<file path="src/rtl/fetch_pkg.sv">
// rtl/fetch_pkg.sv - shared types and default constants for the instruction fetch sequencer
package fetch_pkg;

  localparam int          XLEN_DEF      = 32;
  localparam int          MEM_WORDS_DEF = 64;
  localparam logic [31:0] RESET_PC_DEF  = 32'h0000_0000;

  typedef enum logic {
    RUN  = 1'b0,
    HALT = 1'b1
  } fetch_state_t;

  typedef struct packed {
    logic [XLEN_DEF-1:0] pc;
    logic [XLEN_DEF-1:0] instr;
  } fifo_entry_t;

endpackage

</file>
<file path="src/rtl/fetch_fifo.sv">
// rtl/fetch_fifo.sv - prefetch FIFO holding {pc, instr} pairs; flush beats push
module fetch_fifo
  import fetch_pkg::*;
#(
  parameter type entry_t = fifo_entry_t,
  parameter int  DEPTH   = 2
) (
  input  logic   clk,
  input  logic   rst_n,
  input  logic   push,
  input  logic   pop,
  input  logic   flush,
  input  entry_t wdata,
  output logic   full,
  output logic   empty,
  output entry_t head
);

  localparam int AW = $clog2(DEPTH);

  entry_t        mem [DEPTH];
  logic [AW-1:0] wr_ptr;
  logic [AW-1:0] rd_ptr;
  logic [AW:0]   cnt;
  logic          do_push;
  logic          do_pop;

  assign empty   = (cnt == '0);
  assign full    = (cnt == (AW+1)'(DEPTH));
  assign head    = mem[rd_ptr];
  assign do_pop  = pop && !empty;
  // A full FIFO still accepts a write when the head leaves in the same cycle.
  assign do_push = push && (!full || do_pop);

  always_ff @(posedge clk or negedge rst_n) begin
    if (!rst_n) begin
      wr_ptr <= '0;
      rd_ptr <= '0;
      cnt    <= '0;
      for (int i = 0; i < DEPTH; i++) begin
        mem[i] <= '0;
      end
    end else if (flush) begin
      wr_ptr <= '0;
      rd_ptr <= '0;
      cnt    <= '0;
    end else begin
      if (do_push) begin
        mem[wr_ptr] <= wdata;
        wr_ptr      <= wr_ptr + 1'b1;
      end
      if (do_pop) begin
        rd_ptr <= rd_ptr + 1'b1;
      end
      cnt <= cnt + (AW+1)'(do_push) - (AW+1)'(do_pop);
    end
  end

endmodule

</file>
<file path="src/rtl/imem_fetch_ctrl.sv">
// rtl/imem_fetch_ctrl.sv - fetch sequencer: pc, RUN/HALT control, redirects, prefetch FIFO
// Optional FETCH_PERF_EN adds saturating perf_fetched / perf_stall counters.
module imem_fetch_ctrl
  import fetch_pkg::*;
#(
  parameter int              XLEN      = XLEN_DEF,
  parameter int              MEM_WORDS = MEM_WORDS_DEF,
  parameter logic [XLEN-1:0] RESET_PC  = XLEN'(RESET_PC_DEF),
  parameter int              DEPTH     = 2
) (
  input  logic            clk,
  input  logic            reset,
  output logic [XLEN-1:0] imem_addr,
  input  logic [XLEN-1:0] imem_rd,
  input  logic            redirect_valid,
  input  logic [XLEN-1:0] redirect_pc,
  output logic            out_valid,
  input  logic            out_ready,
  output logic [XLEN-1:0] out_instr,
  output logic [XLEN-1:0] out_pc,
  output logic            fault
`ifdef FETCH_PERF_EN
  ,
  output logic [31:0]     perf_fetched,
  output logic [31:0]     perf_stall
`endif
);

  typedef struct packed {
    logic [XLEN-1:0] pc;
    logic [XLEN-1:0] instr;
  } entry_t;

  fetch_state_t    state_q, state_d;
  logic [XLEN-1:0] pc_q, pc_d;
  logic            push;
  logic            pop;
  logic            flush;
  logic            full;
  logic            empty;
  logic            in_range;
  entry_t          wdata;
  entry_t          head;

  assign in_range  = (pc_q[XLEN-1:2] < (XLEN-2)'(MEM_WORDS));
  assign out_valid = !empty;
  assign pop       = out_valid && out_ready;
  assign imem_addr = pc_q;
  assign out_pc    = head.pc;
  assign out_instr = head.instr;
  assign wdata     = '{pc: pc_q, instr: imem_rd};
  // HALT with nothing left to drain is a fault; a misaligned redirect also
  // lands here because its flush leaves the FIFO empty.
  assign fault     = (state_q == HALT) && empty;

  always_ff @(posedge clk or negedge reset) begin
    if (!reset) begin
      state_q <= RUN;
      pc_q    <= RESET_PC;
    end else begin
      state_q <= state_d;
      pc_q    <= pc_d;
    end
  end

  always_comb begin
    state_d = state_q;
    pc_d    = pc_q;
    push    = 1'b0;
    flush   = 1'b0;
    if (redirect_valid) begin
      flush   = 1'b1;
      pc_d    = redirect_pc;
      state_d = (redirect_pc[1:0] == 2'b00) ? RUN : HALT;
    end else if (state_q == RUN) begin
      if (!in_range) begin
        state_d = HALT;
      end else if (!full || pop) begin
        push = 1'b1;
        pc_d = pc_q + XLEN'(4);
      end
    end
  end

  fetch_fifo #(
    .entry_t (entry_t),
    .DEPTH   (DEPTH)
  ) u_fifo (
    .clk   (clk),
    .rst_n (reset),
    .push  (push),
    .pop   (pop),
    .flush (flush),
    .wdata (wdata),
    .full  (full),
    .empty (empty),
    .head  (head)
  );

`ifdef FETCH_PERF_EN
  always_ff @(posedge clk or negedge reset) begin
    if (!reset) begin
      perf_fetched <= '0;
      perf_stall   <= '0;
    end else begin
      if (push && (perf_fetched != 32'hFFFF_FFFF)) begin
        perf_fetched <= perf_fetched + 32'd1;
      end
      if (out_valid && !out_ready && (perf_stall != 32'hFFFF_FFFF)) begin
        perf_stall <= perf_stall + 32'd1;
      end
    end
  end
`endif

endmodule

</file>
<file path="config.mk">
export PLATFORM = sky130hd
export DESIGN_NAME = imem_fetch_ctrl
export DESIGN_NICKNAME = d
export VERILOG_FILES = /design/src/rtl/fetch_pkg.sv /design/src/rtl/fetch_fifo.sv /design/src/rtl/imem_fetch_ctrl.sv
export SDC_FILE = /design/constraint.sdc
export NUM_CORES = 1
export LEC_CHECK = 0
export CAP_MARGIN = 25
export CORE_ASPECT_RATIO = 0.7
export CORE_UTILIZATION = 50
export CTS_CLUSTER_SIZE = 28
export DETAILED_ROUTE_END_ITERATION = 8
export PLACE_DENSITY = 0.85
export SYNTH_ARGS = -nofsm -noshare
export SYNTH_HDL_FRONTEND = slang
export SYNTH_SLANG_ARGS = --single-unit
</file>
<file path="constraint.sdc">
create_clock -name clk -period 2.9 [get_ports clk]
set_input_delay 0.435 -clock clk [delete_from_list [all_inputs] [get_ports clk]]
set_output_delay 0.435 -clock clk [all_outputs]
set_load 0.05 [all_outputs]
</file>
==> results by group, run 1 <==
Worst hold path
  • Hold Path Depth: 1
  • Worst min path class: flip-flop to flip-flop
  • Hold path start: u_fifo.mem[25]$_DFFE_PN0P_
  • WHS Endpoint: u_fifo.mem[25]$_DFFE_PN0P_

Setup path
  • Reg2reg end: u_fifo.mem[82]$_DFFE_PN0P_
  • CP Max Fanout: 49
  • CP arrival: 2.21 ns
  • CP required: 2.47 ns
  • Slowest CP cell: clkdlybuf4s50_1
  • CP Launch Type: flip-flop
  • Critical Path, Cell by Cell: buf_12 > mux2_2 > clkdlybuf4s50_1
  • Reg2reg path depth: 5
  • Worst r2r src: imem_addr[27]$_DFFE_PN0P_
  • CP Capture Type: output pin
  • Kind of critical path: flip-flop to output pin
  • Worst path max stage delay: 0.71 ns
  • Worst reg-to-reg setup slack: 0.43 ns

Drt
  • Wirelength per Cell: 17.9 um
  • Routed Antenna Nets: 0
  • Total Routed Length: 15.3 mm
  • DRC viols: 0
  • Vias/cell: 5.22
  • Detailed Routing Iterations Pass 1: 4
  • Iter 0 DRT Violations: 216
  • Routed via count: 4455

Timing
  • Measured slew at the worst slew-check pin: 0.640 ns
  • Minimum clock period: 2.64 ns
  • RSZ-0062 raised after global routing: no
  • Clock Skews: 0.0129 ns
  • Setup Viol. Count Final: 0
  • Max_slew headroom: 56.9%
  • Endpoints failing hold: 0
  • Fin crit share: 91.1%
  • Fin. max-slew vios: 0
  • Setup_tns: 0 ns
  • F_max: 378 MHz

Yosys
  • Sequential fraction of the synthesis area: 59.3%
  • Synth top area cells: dfrtp_1 59%, mux2_2 26%, nor2b_1 4.4%
  • Post-Syn Instances: 485
  • Syn nets: 556
  • Synthesized cell area: 6960 um^2
  • Area share of the largest cell type after synthesis: 59.3%
  • Yosys cell types: 34
  • Area leader, netlist: dfrtp_1
  • Flops & latches, synth: 165
  • Mapped Avg Cell Area: 14.4 um^2
  • Yosys warnings: 0

CTS
  • CTS Sinks: 165
  • Worst-path clk slew: 0.06 ns
  • Hold-fix buffers, CTS: 1
  • # Post-CTS Setup Buffers: 0
  • CTS resizes: 0
  • CTS tree: yes
  • Root Buffer: clkbuf_16
  • H-tree Lvls: 4
  • CTS Buffer Depth: 2
  • CTS Buf Count: 17
  • Clock Latency Late Sink: 0.42 ns

Finish
  • Area Overhead vs Synth: 36.3%
  • # nets final: 727
  • Final instance area: 9490 um^2
  • Layout cells sized above 1: 31.7%
  • Fillers: 898
  • Final non-filler cell total: 854
  • ANT cells: 0
  • Util after Layout: 71.0%

Global route
  • Number of global-route vias before repair: 4796
  • Initial antenna violation count: 0
  • Largest net degree at the start of global routing: 62
  • First-pass GRT wire length: 24.5 mm
  • GRT overflow: 0
  • Total GRT Usage: 22.3%

Floorplan
  • Core Area: 13400 um^2
  • Placement row count: 35
  • Die area: 14400 um^2
  • Initial core utilization: 52.1%
  • Die W: 143 um
  • Ports: 166
  • Die H: 101 um

Placed design
  • Final HPWL DP: 10.3 mm
  • Port Buffers: 165
  • Dpl cell area: 8860 um^2
  • Gpl congestion: 0.767
  • Dpl cells: 821

Power and ir drop
  • Clock power share: 43.1%
  • Pleak: 4.47 nW
  • Seq pwr share: 44.2%
  • Peak supply drop: 0.434 mV
  • Sw Ratio: 26.1%
  • Psw: 1.42 mW
  • P per Cell Area: 575 nW/um^2
  • Comb pwr share: 12.7%
  • Cell internal pwr: 4.03 mW

Status
  • Status: finished, final reports clean

Run
  • Max cap viols: 0
## synthesized netlist by cell type, drive strengths merged
cell type / number
a21oi: 1
nor2: 8
nand2: 6
xor2: 1
nor4: 6
nor2b: 49
or3b: 1
nand3: 6
or3: 3
or2: 1
o211ai: 5
and2: 1
a21boi: 1
dfrtp: 165
nor3: 4
o21ai: 2
or4: 5
xnor2: 2
buf: 10
inv: 5
nor3b: 1
o21a: 1
nand4: 7
a31oi: 3
clkbuf: 17
ha: 3
mux2: 169
o31ai: 2
## sequential cells by signal (all words and copies together), names as in the netlist
signal         flops
imem_addr         32
state_q            1
u_fifo.cnt         2
u_fifo.mem       128
u_fifo.rd_ptr      1
u_fifo.wr_ptr      1
## layer usage
metal | track usage [%] | vias up | share of wire, %
met5 | 0 | - | 0
met4 | 6.70 | 0 | 1.1
met3 | 6.60 | 14 | 5.8
met2 | 35.3 | 134 | 48
met1 | 29.9 | 2262 | 46
li1 | - | 2045 | -
## through the flow
step / setup WS [ns] / power (mW) / hold slack, ns
6_report: 0.257 / 5.45 / 0.487
5_1_grt: 0.185 / 5.63 / 0.508
4_1_cts: 0.222 / 5.50 / 0.490
3_5_place_dp: 0.407 / 3.15 / 0.442
3_3_place_gp: 0.480 / 3.13 / 0.432
2_1_floorplan: 0.469 / 2.82 / 0.139
## critical path, delay by kind of cell (launching register included)
| kind | cells | cell delay [ns] |
|---|---|---|
| flops | 1 | 0.39 |
| buf+inv | 2 | 0.99 |
| mux | 1 | 0.39 |
## layout by cell type, fill, tap and decap left out, types with 3 or more instances in the layout
cell type          n
bufinv_16          3
nand3_1            6
nor2b_1           49
or4_1              5
mux2_1             9
buf_4              9
o211ai_1           5
inv_1              5
nor3_1             3
ha_1               3
or3_1              3
clkdlybuf4s50_1  164
buf_12             4
inv_6              5
nand4_1            6
nor4_1             5
a31oi_1            3
nand2_1            6
mux2_2           160
dfrtp_1          164
clkinv_2           3
clkbuf_16         17
nor2_1             8
## power groups by stage
stage	logic, mW	registers (mW)	clock network, mW
final	0.692	2.41	2.35
after global routing	0.730	2.42	2.48
after CTS	0.701	2.41	2.39
after detailed placement	0.696	2.45	0
after global placement	0.682	2.45	0
after floorplan	0.227	2.60	0
## logic make-up after synthesis
group                    count (synthesis)  share of synthesized area (%)
AO/OA/AOI/OAI                           15                           1.46
XOR/XNOR                                 3                          0.378
adder cells (fa/ha/maj)                  3                          0.539
buffers and inverters                   32                           2.23
flip-flops                             165                           59.3
multiplexers                           169                           27.3
AND/OR/NAND/NOR                         98                           8.74
## cell type report
cell class | instances | area, um^2 | area share (%)
Inverter | 5 | 18.8 | 0.198
Sequential cell | 165 | 4130 | 43.5
Tap cell | 185 | 231 | 2.44
Timing Repair Buffer | 179 | 1810 | 19.1
Clock buffer | 17 | 425 | 4.48
Multi-Input combinational cell | 288 | 2680 | 28.2
Clock inverter | 15 | 194 | 2.04
## worst max-delay path by stage
stage	from	to	cells after the start
global route	u_fifo.rd_ptr$_DFFE_PN0P_	out_pc[12]	3
global placement	redirect_valid	u_fifo.mem[12]$_DFFE_PN0P_	6
finish	u_fifo.rd_ptr$_DFFE_PN0P_	out_instr[12]	3
detailed placement	redirect_valid	u_fifo.mem[12]$_DFFE_PN0P_	6
floorplan	imem_addr[11]$_DFFE_PN0P_	u_fifo.mem[98]$_DFFE_PN0P_	5
CTS	u_fifo.rd_ptr$_DFFE_PN0P_	out_instr[12]	3
Power figures use the tool's default switching activity.
==> inputs of run 2 (changes only) <==
--- a/config.mk
+++ b/config.mk
@@ -10,6 +10,7 @@
 export CORE_UTILIZATION = 50
 export CTS_CLUSTER_SIZE = 28
 export DETAILED_ROUTE_END_ITERATION = 8
+export MAX_ROUTING_LAYER = met4
 export PLACE_DENSITY = 0.85
 export SYNTH_ARGS = -nofsm -noshare
 export SYNTH_HDL_FRONTEND = slang
==> run 2 against run 1 <==
Net effect: register-to-register slack is essentially flat; clock skew grew 0.0031 ns; worst hold slack gained 0.0013 ns; sequential power is essentially flat; via count grew 0.38%; clock power is essentially flat; clock-buffer cell count is the same; final area is the same; sequential share of layout area is the same; sequential cell count is the same; largest cell class unchanged.
==> results by group, run 2 (synthesis results as in run 1) <==
Status
  • Status: finished, final reports clean

Timing
  • Max_slew headroom: 56.9% (about the same)
  • Clock Skews: 0.0160 ns (+0.00312 ns)
  • Minimum clock period: 2.64 ns (-0.00564 ns)
  • Fin Hold WS: 0.488 ns (+0.00125 ns)
  • Endpoints failing hold: 0 (unchanged)
  • F_max: 379 MHz (+0.21%)
  • Fin. max-slew vios: 0 (unchanged)
  • Setup_tns: 0 ns (unchanged)
  • Setup Viol. Count Final: 0 (unchanged)
  • Measured slew at the worst slew-check pin: 0.641 ns (+0.000692 ns)
  • RSZ-0062 raised after global routing: no
  • Fin crit share: 90.9% (-0.19 points)

Placed design
  • Final HPWL DP: 10.3 mm (unchanged)
  • Gpl congestion: 0.777 (+1.3%)
  • Dpl cell area: 8860 um^2 (unchanged)
  • Dpl cells: 821 (unchanged)
  • Port Buffers: 165 (unchanged)

Finish
  • Commonest cells after routing, fill and taps aside: 164 x dfrtp_1, 164 x clkdlybuf4s50_1, 160 x mux2_2
  • # nets final: 727 (unchanged)
  • Area Overhead vs Synth: 36.3% (unchanged)
  • Final non-filler cell total: 854 (unchanged)
  • Largest register FFs: 128 (unchanged)
  • Layout cells sized above 1: 31.7% (unchanged)
  • ANT cells: 0 (unchanged)
  • Final instance area: 9490 um^2 (unchanged)
  • Reg with most FFs: u_fifo.mem

Setup path
  • CP Capture Type: output pin
  • CP Max Fanout: 49 (unchanged)
  • CP arrival: 2.20 ns (about the same)
  • Kind of critical path: flip-flop to output pin
  • CP Launch Type: flip-flop
  • CP required: 2.47 ns (about the same)
  • Reg2reg path depth: 5 (unchanged)

Floorplan
  • Initial core utilization: 52.1% (unchanged)
  • Die area: 14400 um^2 (unchanged)
  • Die H: 101 um (unchanged)
  • Core Area: 13400 um^2 (unchanged)
  • Placement row count: 35 (unchanged)
  • Ports: 166 (unchanged)
  • Die W: 143 um (unchanged)

Drt
  • Wirelength per Cell: 17.9 um (+0.13%)
  • DRC viols: 0 (unchanged)
  • Routed Antenna Nets: 0 (unchanged)
  • Routed via count: 4472 (+0.38%)
  • Total Routed Length: 15.3 mm (+0.13%)
  • Detailed Routing Iterations Pass 1: 4 (unchanged)
  • Iter 0 DRT Violations: 242 (+12%)
  • Vias/cell: 5.24 (+0.38%)

Run
  • Max cap viols: 0 (unchanged)

CTS
  • Worst-path clk slew: 0.06 ns (about the same)
  • # Post-CTS Setup Buffers: 0 (unchanged)
  • Hold-fix buffers, CTS: 1 (unchanged)
  • Clock Latency Late Sink: 0.42 ns (about the same)
  • CTS resizes: 0 (unchanged)
  • CTS Buf Count: 17 (unchanged)
  • CTS Sinks: 165 (unchanged)
  • CTS Buffer Depth: 2 (unchanged)
  • H-tree Lvls: 4 (unchanged)
  • Root Buffer: clkbuf_16
  • CTS tree: yes

Worst hold path
  • Hold Path Depth: 1 (unchanged)
  • Worst min path class: flip-flop to flip-flop

Global route
  • Number of global-route vias before repair: 4783 (-0.27%)
  • First-pass GRT wire length: 24.5 mm (about the same)
  • Initial antenna violation count: 0 (unchanged)
  • Total GRT Usage: 23.1% (+0.75 points)
  • GRT overflow: 0 (unchanged)
  • Largest net degree at the start of global routing: 62 (unchanged)

Power and ir drop
  • Pleak: 4.47 nW (unchanged)
  • P per Cell Area: 574 nW/um^2 (-0.12%)
  • Overall Power: 5.44 mW (-0.12%)
  • Peak supply drop: 0.427 mV (-1.5%)
[run 2: cell counts in the layout (fill, tap and decap cells not counted)]
No cell type changed its count.
[run 2: metrics by stage]
step | worst slack (ns) | util (%)
floorplan | 0.469 | -
global placement | 0.480 | 66.3
detailed placement | 0.407 | 66.3
CTS | 0.222 | 71.0
global route | 0.186 | 71.0
finish | 0.263 | 71.0
[run 2: area by class of cell]
type                       count  area, um^2
inverter                       5        18.8
clock buffer                  17         425
multi-input combinational    288        2680
timing repair buffer         179        1810
fill                         898        3870
clock inverter                15         194
sequential                   165        4130
tap                          185         231
[run 2: where the power goes]
group          total (mW)  switching (mW)  internal (mW)
combinational       0.692           0.400          0.292
sequential           2.41          0.0568           2.35
clock                2.34           0.961           1.38
[run 2: metal layers]
metal / global-route usage, % / vias to the layer above / routed length [um]
li1: - / 2054 / -
met1: 30.2 / 2277 / 7010
met2: 35.4 / 125 / 7310
met3: 5.80 / 16 / 833
met4: 7.69 / 0 / 177
met5: - / - / 0
[run 2: final timing paths]
| check | from | endpoint | slack, ns |
|---|---|---|---|
| worst min-delay path | u_fifo.mem[25]$_DFFE_PN0P_ | u_fifo.mem[25]$_DFFE_PN0P_ | 0.49 |
| min in group asynchronous | reset | u_fifo.mem[121]$_DFFE_PN0P_ | 0.54 |
| max in group asynchronous | reset | u_fifo.mem[41]$_DFFE_PN0P_ | 1.63 |
| worst min register to register | u_fifo.mem[25]$_DFFE_PN0P_ | u_fifo.mem[25]$_DFFE_PN0P_ | 0.49 |
| worst max-delay path | u_fifo.rd_ptr$_DFFE_PN0P_ | out_instr[12] | 0.26 |
| worst max register to register | imem_addr[27]$_DFFE_PN0P_ | u_fifo.mem[82]$_DFFE_PN0P_ | 0.44 |
[run 2: critical path: stages (launching register included)]
cell and delay (ns):
dfrtp_2 0.39, buf_12 0.28, mux2_2 0.39, clkdlybuf4s50_1 0.71
==> inputs of run 3 (changes only) <==
--- a/config.mk
+++ b/config.mk
@@ -8,7 +8,7 @@
 export CAP_MARGIN = 25
 export CORE_ASPECT_RATIO = 0.7
 export CORE_UTILIZATION = 50
-export CTS_CLUSTER_SIZE = 28
+export CTS_CLUSTER_SIZE = 25
 export DETAILED_ROUTE_END_ITERATION = 8
 export MAX_ROUTING_LAYER = met4
 export PLACE_DENSITY = 0.85
==> results of run 3 <==
No change in the layout: final DEF, timing and power equal those of run 2.
